### src/rtl/pipelined_decode_ctrl_if.sv
`default_nettype none
// ============================================================================
// Module      : pipelined_decode_ctrl_if
// Description : Bus bundle between the IF/ID stage and the registered decode
//               controller. It carries the instruction fields, the pipeline
//               hold/flush controls, the registered ID/EX control bundle and
//               the MDU status lines.
//   master : IF/ID side. Drives instr_valid, OP, FN, stall_in and flush.
//            Receives the decoded controls, mdu_busy and mdu_stall.
//   slave  : decode controller. This is the mirror image of master.
// Revision    : 1.0 - initial release
// ============================================================================
interface pipelined_decode_ctrl_if;
  logic       instr_valid;
  logic [5:0] OP;
  logic [5:0] FN;
  logic       stall_in;
  logic       flush;

  logic       Regwrite;
  logic       Memwrite;
  logic       Branch;
  logic       Jump;
  logic       ALUSrc;
  logic [1:0] RegDst;
  logic [1:0] ImmOp;
  logic [2:0] WBSrc;
  logic [2:0] AluControl;
  logic       brOp;
  logic       MultStart;
  logic       MultSgn;
  logic       DivStart;
  logic       DivSgn;
  logic       illegal;
  logic       mdu_busy;
  logic       mdu_stall;

  modport master (
    output instr_valid, OP, FN, stall_in, flush,
    input  Regwrite, Memwrite, Branch, Jump, ALUSrc, RegDst, ImmOp, WBSrc,
           AluControl, brOp, MultStart, MultSgn, DivStart, DivSgn, illegal,
           mdu_busy, mdu_stall
  );

  modport slave (
    input  instr_valid, OP, FN, stall_in, flush,
    output Regwrite, Memwrite, Branch, Jump, ALUSrc, RegDst, ImmOp, WBSrc,
           AluControl, brOp, MultStart, MultSgn, DivStart, DivSgn, illegal,
           mdu_busy, mdu_stall
  );
endinterface
`default_nettype wire

### src/rtl/pipelined_decode_ctrl.sv
`default_nettype none
// ============================================================================
// Module      : pipelined_decode_ctrl
// Description : Registered MIPS instruction decoder that feeds the ID/EX
//               register. It also contains a multiply/divide issue tracker.
//               While the MDU is busy, the tracker stalls decode of any
//               instruction that depends on the MDU (mult/div/mflo/mfhi).
// Ports       : clk    - rising-edge clock
//               reset  - synchronous active-high reset
//               bus    - pipelined_decode_ctrl_if.slave. It carries the
//                        instruction and hold/flush inputs, the registered
//                        control bundle, mdu_busy (FSM not idle) and
//                        mdu_stall (combinational IF/ID freeze).
// Revision    : 1.0 - initial release
// ============================================================================
module pipelined_decode_ctrl #(
  parameter int unsigned MULT_LAT = 4,
  parameter int unsigned DIV_LAT  = 32,
  parameter int unsigned HAS_DIV  = 1,
  parameter int unsigned CNT_W    = 6
) (
  input wire clk,
  input wire reset,
  pipelined_decode_ctrl_if.slave bus
);

  typedef struct packed {
    logic       regwrite;
    logic       memwrite;
    logic       branch;
    logic       jump;
    logic       alusrc;
    logic [1:0] regdst;
    logic [1:0] immop;
    logic [2:0] wbsrc;
    logic [2:0] aluctl;
    logic       brop;
    logic       mult_start;
    logic       mult_sgn;
    logic       div_start;
    logic       div_sgn;
    logic       illegal;
  } ctrl_t;

  typedef enum logic [1:0] {
    S_IDLE = 2'd0,
    S_MULT = 2'd1,
    S_DIV  = 2'd2
  } state_t;

  localparam ctrl_t             c_bubble    = '0;
  localparam logic [CNT_W-1:0]  c_mult_init = CNT_W'(MULT_LAT - 1);
  localparam logic [CNT_W-1:0]  c_div_init  = CNT_W'(DIV_LAT - 1);

  ctrl_t            ctrl_q, ctrl_d;
  state_t           state_q, state_d;
  logic [CNT_W-1:0] cnt_q, cnt_d;

  ctrl_t w_dec;
  logic  w_legal;
  logic  w_mdu_dep;
  logic  w_mdu_busy;
  logic  w_mdu_stall;
  logic  w_accept;

  // --------------------------------------------------------------------------
  // Combinational decode of OP/FN. Any unrecognised encoding collapses to a
  // bubble with only the illegal flag set, so the outputs are never X.
  // --------------------------------------------------------------------------
  always_comb begin
    w_dec     = c_bubble;
    w_legal   = 1'b1;
    w_mdu_dep = 1'b0;
    case (bus.OP)
      6'b000000: begin
        w_dec.regwrite = 1'b1;
        w_dec.regdst   = 2'b01;
        case (bus.FN)
          6'b100000: w_dec.aluctl = 3'b010;  // add
          6'b100101: w_dec.aluctl = 3'b001;  // or
          6'b100100: w_dec.aluctl = 3'b000;  // and
          6'b100010: w_dec.aluctl = 3'b110;  // sub
          6'b101010: w_dec.aluctl = 3'b111;  // slt
          6'b100110: w_dec.aluctl = 3'b100;  // xor
          6'b000101: w_dec.aluctl = 3'b101;  // xnor
          6'b011000: begin                   // mult
            w_dec.mult_start = 1'b1;
            w_dec.mult_sgn   = 1'b1;
            w_mdu_dep        = 1'b1;
          end
          6'b011001: begin                   // multu
            w_dec.mult_start = 1'b1;
            w_mdu_dep        = 1'b1;
          end
          6'b011010: begin                   // div
            if (HAS_DIV != 0) begin
              w_dec.div_start = 1'b1;
              w_dec.div_sgn   = 1'b1;
              w_mdu_dep       = 1'b1;
            end else begin
              w_legal = 1'b0;
            end
          end
          6'b011011: begin                   // divu
            if (HAS_DIV != 0) begin
              w_dec.div_start = 1'b1;
              w_mdu_dep       = 1'b1;
            end else begin
              w_legal = 1'b0;
            end
          end
          6'b010010: begin                   // mflo
            w_dec.wbsrc = 3'b100;
            w_mdu_dep   = 1'b1;
          end
          6'b010000: begin                   // mfhi
            w_dec.wbsrc = 3'b011;
            w_mdu_dep   = 1'b1;
          end
          default:   w_legal = 1'b0;
        endcase
      end
      6'b100011: begin                       // lw
        w_dec.regwrite = 1'b1;
        w_dec.alusrc   = 1'b1;
        w_dec.aluctl   = 3'b010;
        w_dec.wbsrc    = 3'b001;
      end
      6'b101011: begin                       // sw
        w_dec.memwrite = 1'b1;
        w_dec.alusrc   = 1'b1;
        w_dec.aluctl   = 3'b010;
      end
      6'b000100, 6'b000101: begin            // beq / bne
        w_dec.branch = 1'b1;
        w_dec.aluctl = 3'b110;
        w_dec.brop   = bus.OP[0];
      end
      6'b001000: begin                       // addi
        w_dec.regwrite = 1'b1;
        w_dec.alusrc   = 1'b1;
        w_dec.aluctl   = 3'b010;
      end
      6'b000010: begin                       // jal
        w_dec.regwrite = 1'b1;
        w_dec.jump     = 1'b1;
        w_dec.regdst   = 2'b10;
        w_dec.wbsrc    = 3'b010;
      end
      6'b001101, 6'b001100, 6'b001110: begin // ori / andi / xori
        w_dec.regwrite = 1'b1;
        w_dec.alusrc   = 1'b1;
        w_dec.immop    = 2'b01;
        case (bus.OP[1:0])
          2'b01:   w_dec.aluctl = 3'b001;
          2'b00:   w_dec.aluctl = 3'b000;
          default: w_dec.aluctl = 3'b100;
        endcase
      end
      6'b001010: begin                       // slti
        w_dec.regwrite = 1'b1;
        w_dec.alusrc   = 1'b1;
        w_dec.aluctl   = 3'b111;
      end
      6'b001111: begin                       // lui
        w_dec.regwrite = 1'b1;
        w_dec.alusrc   = 1'b1;
        w_dec.immop    = 2'b10;
        w_dec.aluctl   = 3'b010;
      end
      default: w_legal = 1'b0;
    endcase
    if (!w_legal) begin
      w_dec         = c_bubble;
      w_dec.illegal = 1'b1;
      w_mdu_dep     = 1'b0;
    end
  end

  assign w_mdu_busy  = (state_q != S_IDLE);
  assign w_mdu_stall = bus.instr_valid & w_mdu_busy & w_mdu_dep;
  assign w_accept    = bus.instr_valid & ~bus.flush & ~bus.stall_in & ~w_mdu_stall;

  // --------------------------------------------------------------------------
  // ID/EX bundle next value. A held bundle keeps everything except the start
  // strobes, so each MDU op launches exactly once however long the hold lasts.
  // --------------------------------------------------------------------------
  always_comb begin
    ctrl_d = ctrl_q;
    if (bus.flush) begin
      ctrl_d = c_bubble;
    end else if (bus.stall_in) begin
      ctrl_d.mult_start = 1'b0;
      ctrl_d.div_start  = 1'b0;
    end else if (w_mdu_stall || !bus.instr_valid) begin
      ctrl_d = c_bubble;
    end else begin
      ctrl_d = w_dec;
    end
  end

  // --------------------------------------------------------------------------
  // MDU tracker next state. The counter keeps running through a hold or a
  // flush, because the unit itself does not stop once it has started.
  // --------------------------------------------------------------------------
  always_comb begin
    state_d = state_q;
    cnt_d   = cnt_q;
    case (state_q)
      S_IDLE: begin
        if (w_accept && w_dec.mult_start) begin
          state_d = S_MULT;
          cnt_d   = c_mult_init;
        end else if (w_accept && w_dec.div_start) begin
          state_d = S_DIV;
          cnt_d   = c_div_init;
        end
      end
      S_MULT, S_DIV: begin
        if (cnt_q == '0) begin
          state_d = S_IDLE;
        end else begin
          cnt_d = cnt_q - CNT_W'(1);
        end
      end
      default: begin
        state_d = S_IDLE;
        cnt_d   = '0;
      end
    endcase
  end

  always_ff @(posedge clk) begin
    if (reset) begin
      ctrl_q  <= c_bubble;
      state_q <= S_IDLE;
      cnt_q   <= '0;
    end else begin
      ctrl_q  <= ctrl_d;
      state_q <= state_d;
      cnt_q   <= cnt_d;
    end
  end

  assign bus.Regwrite   = ctrl_q.regwrite;
  assign bus.Memwrite   = ctrl_q.memwrite;
  assign bus.Branch     = ctrl_q.branch;
  assign bus.Jump       = ctrl_q.jump;
  assign bus.ALUSrc     = ctrl_q.alusrc;
  assign bus.RegDst     = ctrl_q.regdst;
  assign bus.ImmOp      = ctrl_q.immop;
  assign bus.WBSrc      = ctrl_q.wbsrc;
  assign bus.AluControl = ctrl_q.aluctl;
  assign bus.brOp       = ctrl_q.brop;
  assign bus.MultStart  = ctrl_q.mult_start;
  assign bus.MultSgn    = ctrl_q.mult_sgn;
  assign bus.DivStart   = ctrl_q.div_start;
  assign bus.DivSgn     = ctrl_q.div_sgn;
  assign bus.illegal    = ctrl_q.illegal;
  assign bus.mdu_busy   = w_mdu_busy;
  assign bus.mdu_stall  = w_mdu_stall;

endmodule
`default_nettype wire

### src/flat_wrapper.sv
// flat-port wrapper written by rule: the top's interface ports become plain ports
module pipelined_decode_ctrl_flat 
#(
  parameter int unsigned MULT_LAT = 4,
  parameter int unsigned DIV_LAT  = 32,
  parameter int unsigned HAS_DIV  = 1,
  parameter int unsigned CNT_W    = 6
)
  (clk, reset, bus_instr_valid, bus_OP, bus_FN, bus_stall_in, bus_flush, bus_Regwrite, bus_Memwrite, bus_Branch, bus_Jump, bus_ALUSrc, bus_RegDst, bus_ImmOp, bus_WBSrc, bus_AluControl, bus_brOp, bus_MultStart, bus_MultSgn, bus_DivStart, bus_DivSgn, bus_illegal, bus_mdu_busy, bus_mdu_stall);
  pipelined_decode_ctrl_if bus_i ();
  input wire clk;
  input wire reset;
  input wire logic [$bits(bus_i.instr_valid)-1:0] bus_instr_valid;
  input wire logic [$bits(bus_i.OP)-1:0] bus_OP;
  input wire logic [$bits(bus_i.FN)-1:0] bus_FN;
  input wire logic [$bits(bus_i.stall_in)-1:0] bus_stall_in;
  input wire logic [$bits(bus_i.flush)-1:0] bus_flush;
  output wire logic [$bits(bus_i.Regwrite)-1:0] bus_Regwrite;
  output wire logic [$bits(bus_i.Memwrite)-1:0] bus_Memwrite;
  output wire logic [$bits(bus_i.Branch)-1:0] bus_Branch;
  output wire logic [$bits(bus_i.Jump)-1:0] bus_Jump;
  output wire logic [$bits(bus_i.ALUSrc)-1:0] bus_ALUSrc;
  output wire logic [$bits(bus_i.RegDst)-1:0] bus_RegDst;
  output wire logic [$bits(bus_i.ImmOp)-1:0] bus_ImmOp;
  output wire logic [$bits(bus_i.WBSrc)-1:0] bus_WBSrc;
  output wire logic [$bits(bus_i.AluControl)-1:0] bus_AluControl;
  output wire logic [$bits(bus_i.brOp)-1:0] bus_brOp;
  output wire logic [$bits(bus_i.MultStart)-1:0] bus_MultStart;
  output wire logic [$bits(bus_i.MultSgn)-1:0] bus_MultSgn;
  output wire logic [$bits(bus_i.DivStart)-1:0] bus_DivStart;
  output wire logic [$bits(bus_i.DivSgn)-1:0] bus_DivSgn;
  output wire logic [$bits(bus_i.illegal)-1:0] bus_illegal;
  output wire logic [$bits(bus_i.mdu_busy)-1:0] bus_mdu_busy;
  output wire logic [$bits(bus_i.mdu_stall)-1:0] bus_mdu_stall;
  assign bus_i.instr_valid = bus_instr_valid;
  assign bus_i.OP = bus_OP;
  assign bus_i.FN = bus_FN;
  assign bus_i.stall_in = bus_stall_in;
  assign bus_i.flush = bus_flush;
  assign bus_Regwrite = bus_i.Regwrite;
  assign bus_Memwrite = bus_i.Memwrite;
  assign bus_Branch = bus_i.Branch;
  assign bus_Jump = bus_i.Jump;
  assign bus_ALUSrc = bus_i.ALUSrc;
  assign bus_RegDst = bus_i.RegDst;
  assign bus_ImmOp = bus_i.ImmOp;
  assign bus_WBSrc = bus_i.WBSrc;
  assign bus_AluControl = bus_i.AluControl;
  assign bus_brOp = bus_i.brOp;
  assign bus_MultStart = bus_i.MultStart;
  assign bus_MultSgn = bus_i.MultSgn;
  assign bus_DivStart = bus_i.DivStart;
  assign bus_DivSgn = bus_i.DivSgn;
  assign bus_illegal = bus_i.illegal;
  assign bus_mdu_busy = bus_i.mdu_busy;
  assign bus_mdu_stall = bus_i.mdu_stall;
  pipelined_decode_ctrl #(.MULT_LAT(MULT_LAT), .DIV_LAT(DIV_LAT), .HAS_DIV(HAS_DIV), .CNT_W(CNT_W)) u_core (.clk(clk), .reset(reset), .bus(bus_i));
endmodule
### config.mk
export PLATFORM = sky130hd
export DESIGN_NAME = pipelined_decode_ctrl_flat
export DESIGN_NICKNAME = d
export VERILOG_FILES = /design/src/rtl/pipelined_decode_ctrl_if.sv /design/src/rtl/pipelined_decode_ctrl.sv /design/src/flat_wrapper.sv
export SDC_FILE = /design/constraint.sdc
export NUM_CORES = 1
export LEC_CHECK = 0
export ABC_AREA = 1
export ABC_CLOCK_PERIOD_IN_PS = 2600
export BUFFER_PORTS_ARGS = -buffer_cell sky130_fd_sc_hd__buf_2
export CAP_MARGIN = 20
export CORE_ASPECT_RATIO = 0.9
export CORE_MARGIN = 2
export CORE_UTILIZATION = 40
export CTS_CLUSTER_DIAMETER = 40
export DETAILED_ROUTE_END_ITERATION = 7
export PLACE_DENSITY = 0.65
export SYNTH_ARGS = -nofsm -noshare
export SYNTH_HDL_FRONTEND = slang
export SYNTH_SLANG_ARGS = --single-unit
### constraint.sdc
create_clock -name clk -period 2.6 [get_ports clk]
set_input_delay 0.26 -clock clk [delete_from_list [all_inputs] [get_ports clk]]
set_output_delay 0.26 -clock clk [all_outputs]
set_load 0.05 [all_outputs]
Word-level counts from Yosys, hierarchy flattened

Cells that the tools add are included.

Add/subtract/negate cells: 1
Mux-type cells: 33
$mul: 0
Divide/modulo/power cells: 0
Shifts and indexed selects: 0
Equal/unequal tests: 30
Bitwise operators: 8
Reduce and logical (&&, ||, !) cells: 24
Magnitude comparators: 0

Operators by type and width:

| kind                                                | number |
|---|---|
| equality test 6 bit, second input constant          | 8 |
| 2-to-1 mux 21 bit                                   | 2 |
| equality test 6 x 4 -> 1 bit, second input constant | 6 |
| equality test 6 x 5 -> 1 bit, second input constant | 6 |
| equality test 6 x 3 -> 1 bit, second input constant | 3 |
| 2-to-1 mux 6 bit                                    | 3 |
| case mux 3 bit (6 select lines)                     | 1 |
| case mux 3 bit (5 select lines)                     | 1 |
| 2-to-1 mux 1 bit                                    | 14 |
| OR reduction 13 bit                                 | 1 |
| zero test 6 bit                                     | 2 |
| case mux 2 bit (2 select lines)                     | 3 |
| case mux 3 bit (2 select lines)                     | 2 |
| case mux 6 bit (2 select lines)                     | 1 |
| OR reduction 11 bit                                 | 1 |
| OR reduction 2 bit                                  | 5 |
| case mux 3 bit (3 select lines)                     | 1 |
| OR reduction 9 bit                                  | 1 |
| OR reduction 4 bit                                  | 2 |
| OR reduction 8 bit                                  | 1 |
| equality test 6 x 2 -> 1 bit, second input constant | 1 |
| 2-to-1 mux 2 bit                                    | 3 |
| OR reduction 6 bit                                  | 1 |
| subtractor 6 x 1 -> 6 bit, second input constant    | 1 |
| 16 further kinds                                    | 26 |

Output and inout bits: 23
Word-level logic and storage cells: 113
Memories kept: 0
Memory bits (read-only): 0
Input port bits: 17
Register bits: 29
Bits in latches: 0
RAM bits: 0

Longest topological paths before layout

Gate-level depths: netlist (run 1).

Depth in word-level cells: 12
Mapped depth: 12
Gate-level depth less buffers: 12

Least setup slack after synthesis (run 1)

Ideal clock, no wire load.

Path type: input to output
Start: in bus_FN[2]
End: out bus_mdu_stall
Stages on the path: 8
Path buffers: 0
Required time: 2.340 ns
Arrival: 2.348 ns
Slack: -0.008 ns
Cell sequence: inv_1 -> nor2_1 -> nand2_1 -> o21ai_0 -> inv_1 -> nand4_2 -> nand2_1 -> nor4_1

Longest elaborated chain between the ends: 6
Elaborated cells on any way between the ends: 21

Ends and longest elaborated chain:

| what                                                                       | RTL line                     | text |
|---|---|---|
| from (decl)                                                                | flat_wrapper.sv:15           | `input wire logic [$bits(bus_i.FN)-1:0] bus_FN;` |
| equality test 6 bit, or another cell as far along                          | pipelined_decode_ctrl.sv:78  | `case (bus.FN)` |
| OR reduction 13 bit (no source line) or OR reduction 6 bit (tied branches) | n/a                          |  |
| 2-to-1 mux 1 bit                                                           | n/a                          |  |
| case mux 1 bit (2 select lines) or 2-to-1 mux 1 bit (tied branches)        | pipelined_decode_ctrl.sv:74  | `case (bus.OP)` |
| 2-to-1 mux 1 bit *                                                         | pipelined_decode_ctrl.sv:173 | `if (!w_legal) begin` |
| AND 1 bit *                                                                | pipelined_decode_ctrl.sv:181 | `assign w_mdu_stall = bus.instr_valid & w_mdu_busy & w_mdu_dep;` |
| to (decl)                                                                  | flat_wrapper.sv:34           | `output wire logic [$bits(bus_i.mdu_stall)-1:0] bus_mdu_stall;` |

Mark *: on every way between the ends. The rest lies on a longest branch, timed or not.

Final worst setup path (run 1)

Ends and elaborated chain as after synthesis.

==> run summary, run 1 <==
Status - complete, no violations
Post-DP HPWL - 3.27 mm
Syn_area_per_cell - 6.57 um^2
Initial Util - 0.413
Register Area - 561 um^2
Critical path endpoint - bus_mdu_stall
Filler cell count - 481
CP top delay family - simple AND/OR/NAND/NOR gates
XOR/XNOR Fraction of Synth Area - 0
Leak pwr - 0.984 nW
Max-cap viol count - 0
Synth async-reset ratio - 0
Buffers and inverters on the worst path - 3
Synth Area in Simple Gates - 0.435
Sequential cell area fraction in the yosys report - 0.308
Top cell type by total area after synthesis - dfxtp_1
Cell area after synthesis - 0.00182 mm^2
Antenna diodes - 0
Type of the worst setup path - in -> out
Critical Path RT - 2.34 ns
Sequential Power Share - 0.507
Switching Share - 0.312
Fin crit share - 0.738
CTS Root Cell - clkbuf_8
Crit-path max cell delay - 0.30 ns
Hold-fix buffers, CTS - 0
Vias in the first global route - 1520
PostCTS Resize Cnt - 0
Total CTS buffers - 3
Yosys warns - 0
Vias per cell - 4.88
Multi-input logic area - 0.00109 mm^2
Worst-skew pair later-pin latency - 0.27 ns
Most frequent cells after synthesis - nand2_1 (61), inv_1 (33), nor2_1 (32), dfxtp_1 (28), nand3_1 (28)
CTS tree - done
Slowest CP cell - buf_2
Sw Pwr - 0.275 mW
Slew @ Worst Pin - 0.496 ns
RSZ-0062 raised after global routing - false
Clock-pin slew of the registers on the worst-case setup and hold paths - 0.10 ns
Setup Buffers After CTS - 0
Worst reg2reg path depth - 10
Pre-antenna DRT Iters - 4
Antenna-violating nets left - 0
Synth Area in Adders - 0.0275
Final-stage net count - 335
Syn nets - 298
Maximum vdd ir drop - 176 uV
Largest family of logic cells by synthesized area - simple AND/OR/NAND/NOR gates
Distinct cells, synth - 35
Worst-path maximum fanout - 4
Layout Area Growth over Synthesis - 15.7%
Detailed-route via count - 1826
# setup viols final - 0
Core Rows - 23
Core box area - 0.00440 mm^2
Reg2Reg Launch Point - u_core.state_q[0]
CP cell instances - buf_2 -> inv_1 -> nor2_1 -> nand2_1 -> nand2_1 -> nand2_1 -> nand2_1 -> nor2_1 -> nand4_2 -> nand2_1 -> nor4_2 -> buf_2
WL/cell - 11.1 um
Clock power frac - 0.271
Reg2reg end - u_core.bus.AluControl[1]
Final hold vios - 0
Worst Setup SP - bus_FN[2]
Share of cells above drive strength 1 - 0.221
Relative slew slack - 0.669
Top FF cell, synth - dfxtp_1
Fmax - 521 MHz
All-layer global routing usage - 0.172
Clock Skew - 0.00654 ns
Critical path capture point type - output port
Post-synthesis compound-gate area fraction - 0.135
Pwr Total - 0.882 mW
Largest net degree at the start of global routing - 22
CTS H-tree lvls - 1
Yosys reg bits - 28
Most instantiated library cell after synthesis - nand2_1
Post-Syn Instances - 277
Num ports - 40
# DRC - 0
Die height - 68.0 um
Comb pwr share - 0.222
Routability cong. - 0.930
Clk sinks - 28
Mux contribution to synthesized area - 0
Power Dens Cells - 419 mW/mm^2
Critical Path AT - 1.66 ns
Top cell type's share of synthesized area - 0.308
Minimum clock period - 1.92 ns
Worst min path class - in -> reg
Die W - 75.1 um
Max-slew violations - 0
Internal power - 0.606 mW
R2r setup slk - 0.74 ns
Die area - 0.00510 mm^2
Initial antenna violation count - 0
Crit path depth - 12
CP startpoint kind - primary input
Most used cell, CP - nand2_1
Max Buffers Root-to-Sink - 2
PortBufs - 39
DR iter-0 viols - 90
Post-synth EDFFs - 0
First-pass GRT wire length - 6.82 mm
Total gr overflow - 0
Final WL - 4.15 mm
Ranking of synthesized cells by area - dfxtp_1 (31%), nand2_1 (13%), nand3_1 (7.7%)
Setup_tns - 0 ns
## final cells by class
class | instances | area share
flip-flops and latches | 28 | 0.266
clock buffers | 3 | 0.0196
multi-input cells | 206 | 0.519
inverters | 36 | 0.0654
repair buffers | 39 | 0.0927
well taps | 62 | 0.0369
## state kept, by name, summed over array words and instances (netlist names), 2 cells and up
signal,count
u_core.bus.AluControl,3
u_core.bus.ImmOp,2
u_core.bus.WBSrc,3
u_core.cnt_q,6
u_core.state_q,2
## stage by stage
step / std cells / hold slack (ns) / utilization / instance area (um^2) / worst slack (ns)
3_5_place_dp: 371 / 0.452 / 0.469 / 2060 / 0.673
5_1_grt: 374 / 0.201 / 0.478 / 2100 / 0.536
3_3_place_gp: 371 / 0.446 / 0.469 / 2060 / 0.677
6_report: 374 / 0.188 / 0.478 / 2100 / 0.680
2_1_floorplan: 277 / 0.329 / - / 1830 / 0.574
4_1_cts: 374 / 0.188 / 0.478 / 2100 / 0.667
## worst min-delay path by stage
| stage | start | to | slack [ns] | cells after the start |
|---|---|---|---|---|
| 3_3_place_gp | u_core.bus.brOp | u_core.bus.brOp | 0.45 | 2 |
| 4_1_cts | reset | u_core.state_q[0] | 0.19 | 2 |
| 5_1_grt | reset | u_core.state_q[0] | 0.20 | 2 |
| 3_5_place_dp | u_core.bus.brOp | u_core.bus.brOp | 0.45 | 2 |
| 6_report | reset | u_core.state_q[0] | 0.19 | 2 |
| 2_1_floorplan | reset | u_core.state_q[0] | 0.33 | 1 |
## cells in the final DEF (no fill, tap or decap), types with 4 or more instances in the layout
master   instances
nor2_1          32
dfxtp_1         28
buf_2           39
nand3_1         28
nor3_1           4
ha_1             4
o21ai_0          9
nand4_1          7
inv_1           33
a21oi_1         25
nand2_1         61
nor2_2           6
## per-layer routing
metal  GRT usage  share of wire  up-vias
met3      0.0280          0.040        2
li1            -              -      984
met1       0.260           0.55      804
met4      0.0335         0.0065        0
met2       0.254           0.40       36
met5           0              0        -
## cell families after synthesis
kind of cell / Yosys count
DFF: 28
and+or+nand+nor: 157
buffers and inverters: 43
AOI/OAI and AO/OA: 45
adders and majority gates: 4
## power by group through the flow
stage / registers (mW) / clock network (mW) / logic, mW
2_1_floorplan: 0.459 / 0 / 0.142
3_3_place_gp: 0.457 / 0 / 0.195
3_5_place_dp: 0.457 / 0 / 0.194
4_1_cts: 0.447 / 0.246 / 0.196
5_1_grt: 0.449 / 0.270 / 0.223
6_report: 0.447 / 0.239 / 0.195
Power figures use the tool's default switching activity.
==> run 2, diff against run 1 <==
Settings changed: ABC_CLOCK_PERIOD_IN_PS 2600 to 1950.
Clock period 2.6 ns to 1.95 ns, I/O delays scaled along.
==> run 2 against run 1 <==
  * Setup slack got worse by 0.55 ns
  * Largest power group unchanged
  * Die area is the same
  * Clock skew fell by 0.0044 ns
  * Non-clock buffer count increased by 4
  * Clock power rose by 49%
  * Critical path depth shrank 7
  * Critical endpoint unchanged
  * Total power up 39%
  * Global-route usage up 0.43 points
  * Critical path type is now reg -> out
==> run summary, run 2 (synthesized netlist as in run 1, its figures left out) <==
Status - complete, no violations (unchanged)
Initial antenna violation count - 0 (unchanged)
Maximum vdd ir drop - 346 uV (was 176 uV)
Max Buffers Root-to-Sink - 2 (unchanged)
CTS H-tree lvls - 1 (unchanged)
Total gr overflow - 0 (unchanged)
Antenna diodes - 0 (unchanged)
CP startpoint kind - flip-flop (was primary input)
Largest net degree at the start of global routing - 19 (was 22)
Final WL - 4.28 mm (was 4.15 mm)
Vias per cell - 4.87 (was 4.88)
Final-stage net count - 339 (was 335)
Antenna-violating nets left - 0 (unchanged)
Relative slew slack - 0.672 (was 0.669)
Final hold vios - 0 (unchanged)
Clock-pin slew of the registers on the worst-case setup and hold paths - 0.09 ns (was 0.10 ns)
Die area - 0.00510 mm^2 (unchanged)
Power Dens Cells - 569 mW/mm^2 (was 419 mW/mm^2)
Critical path capture point type - output port (unchanged)
Sw Pwr - 0.367 mW (was 0.275 mW)
Setup WS pre-CTS - 0.228 ns (was 0.673 ns)
Worst min path class - in -> reg (unchanged)
Buffers and inverters on the worst path - 3 (unchanged)
First-pass GRT wire length - 7.06 mm (was 6.82 mm)
Layout Area Growth over Synthesis - 18.1% (was 15.7%)
Die height - 68.0 um (unchanged)
# setup viols final - 0 (unchanged)
Num ports - 40 (unchanged)
Detailed-route via count - 1844 (was 1826)
WL/cell - 11.3 um (was 11.1 um)
Final setup margin - 0.133 ns (was 0.680 ns)
CP top delay family - buffers and inverters (was simple AND/OR/NAND/NOR gates)
Sequential Power Share - 0.488 (was 0.507)
Routability cong. - 0.872 (was 0.930)
Comb pwr share - 0.220 (was 0.222)
Share of cells above drive strength 1 - 0.233 (was 0.221)
Post-DP HPWL - 3.42 mm (was 3.27 mm)
Setup Buffers After CTS - 0 (unchanged)
Max reg flops - 6 (unchanged)
Internal power - 0.855 mW (was 0.606 mW)
RSZ-0062 raised after global routing - false (unchanged)
Pre-antenna DRT Iters - 4 (unchanged)
DR iter-0 viols - 103 (was 90)
Largest Register - u_core.cnt_q (unchanged)
Setup_tns - 0 ns (unchanged)
Register Area - 561 um^2 (unchanged)
CP cell instances - inv_1 -> ha_1 -> buf_4 -> nor4_2 -> buf_2 (was buf_2 -> inv_1 -> nor2_1 -> nand2_1 -> nand2_1 -> nand2_1 -> nand2_1 -> nor2_1 -> nand4_2 -> nand2_1 -> nor4_2 -> buf_2)
Initial Util - 0.413 (unchanged)
Hold_ws - 0.138 ns (was 0.188 ns)
Filler cell count - 471 (was 481)
PostCTS Resize Cnt - 0 (unchanged)
Fmax - 550 MHz
Total CTS buffers - 3 (unchanged)
PortBufs - 39 (unchanged)
Slowest CP cell - dfxtp_1 (was buf_2)
CTS Root Cell - clkbuf_8 (unchanged)
Max-slew violations - 0 (unchanged)
Pwr Total - 1.22 mW (was 0.882 mW)
Critical Path AT - 1.62 ns (was 1.66 ns)
Hold-fix buffers, CTS - 0 (unchanged)
Crit-path max cell delay - 0.36 ns (was 0.30 ns)
Minimum clock period - 1.82 ns
Leak pwr - 1.01 nW (was 0.984 nW)
Worst-skew pair later-pin latency - 0.27 ns (about the same)
Core box area - 0.00440 mm^2 (unchanged)
Vias in the first global route - 1583 (was 1520)
Die W - 75.1 um (unchanged)
Commonest non-fill, non-tap cell in the layout - nand2_1 (unchanged)
Slew @ Worst Pin - 0.492 ns (was 0.496 ns)
Multi-input logic area - 0.00109 mm^2 (unchanged)
Type of the worst setup path - reg -> out (was in -> out)
Clock power frac - 0.292 (was 0.271)
Critical Path RT - 1.75 ns (was 2.34 ns)
Most frequent cells in the layout - nand2_1 (61), buf_2 (39), inv_1 (33) (unchanged)
Worst-path maximum fanout - 4 (unchanged)
Fin crit share - 0.932
Core Rows - 23 (unchanged)
Switching Share - 0.301 (was 0.312)
Clock Skew - 0.00216 ns (was 0.00654 ns)
All-layer global routing usage - 0.176 (was 0.172)
CTS tree - done (unchanged)
Max-cap viol count - 0 (unchanged)
# DRC - 0 (unchanged)
Clk sinks - 28 (unchanged)
-- run 2: cell type report --
| class | instances | area share |
|---|---|---|
| Clock buffer | 4 | 0.0256 |
| Sequential cell | 28 | 0.261 |
| Tap cell | 62 | 0.0361 |
| Timing Repair Buffer | 43 | 0.105 |
| Inverter | 36 | 0.0641 |
| Multi-Input combinational cell | 206 | 0.508 |
-- run 2: worst paths after layout --
check                    startpoint                        to  slack [ns]  cells past startpoint
setup / recovery  u_core.state_q[0]             bus_mdu_stall        0.13                      5
hold / removal                reset         u_core.state_q[0]        0.14                      2
setup reg to reg  u_core.state_q[0]  u_core.bus.AluControl[1]        0.31                     10
hold reg to reg     u_core.bus.brOp           u_core.bus.brOp        0.46                      2
-- run 2: metal layers --
metal,share of wire,wire [um],track usage
met1,0.54,2320,0.254
met2,0.41,1770,0.277
met3,0.036,153,0.0280
met4,0.0075,32,0.0335
met5,0,0,0
-- run 2: power by group through the flow --
stage | Combinational (mW) | Sequential [mW] | Clock [mW]
final | 0.269 | 0.596 | 0.357
after detailed placement | 0.268 | 0.609 | 0
after CTS | 0.268 | 0.596 | 0.374
after floorplan | 0.190 | 0.612 | 0
after global placement | 0.264 | 0.609 | 0
after global routing | 0.307 | 0.599 | 0.395
-- run 2: metrics by stage --
| stage | std cells | utilization | area, um^2 |
|---|---|---|---|
| floorplan | 277 | - | 1830 |
| global placement | 375 | 0.475 | 2090 |
| detailed placement | 375 | 0.475 | 2090 |
| CTS | 379 | 0.488 | 2150 |
| global route | 379 | 0.488 | 2150 |
| finish | 379 | 0.488 | 2150 |
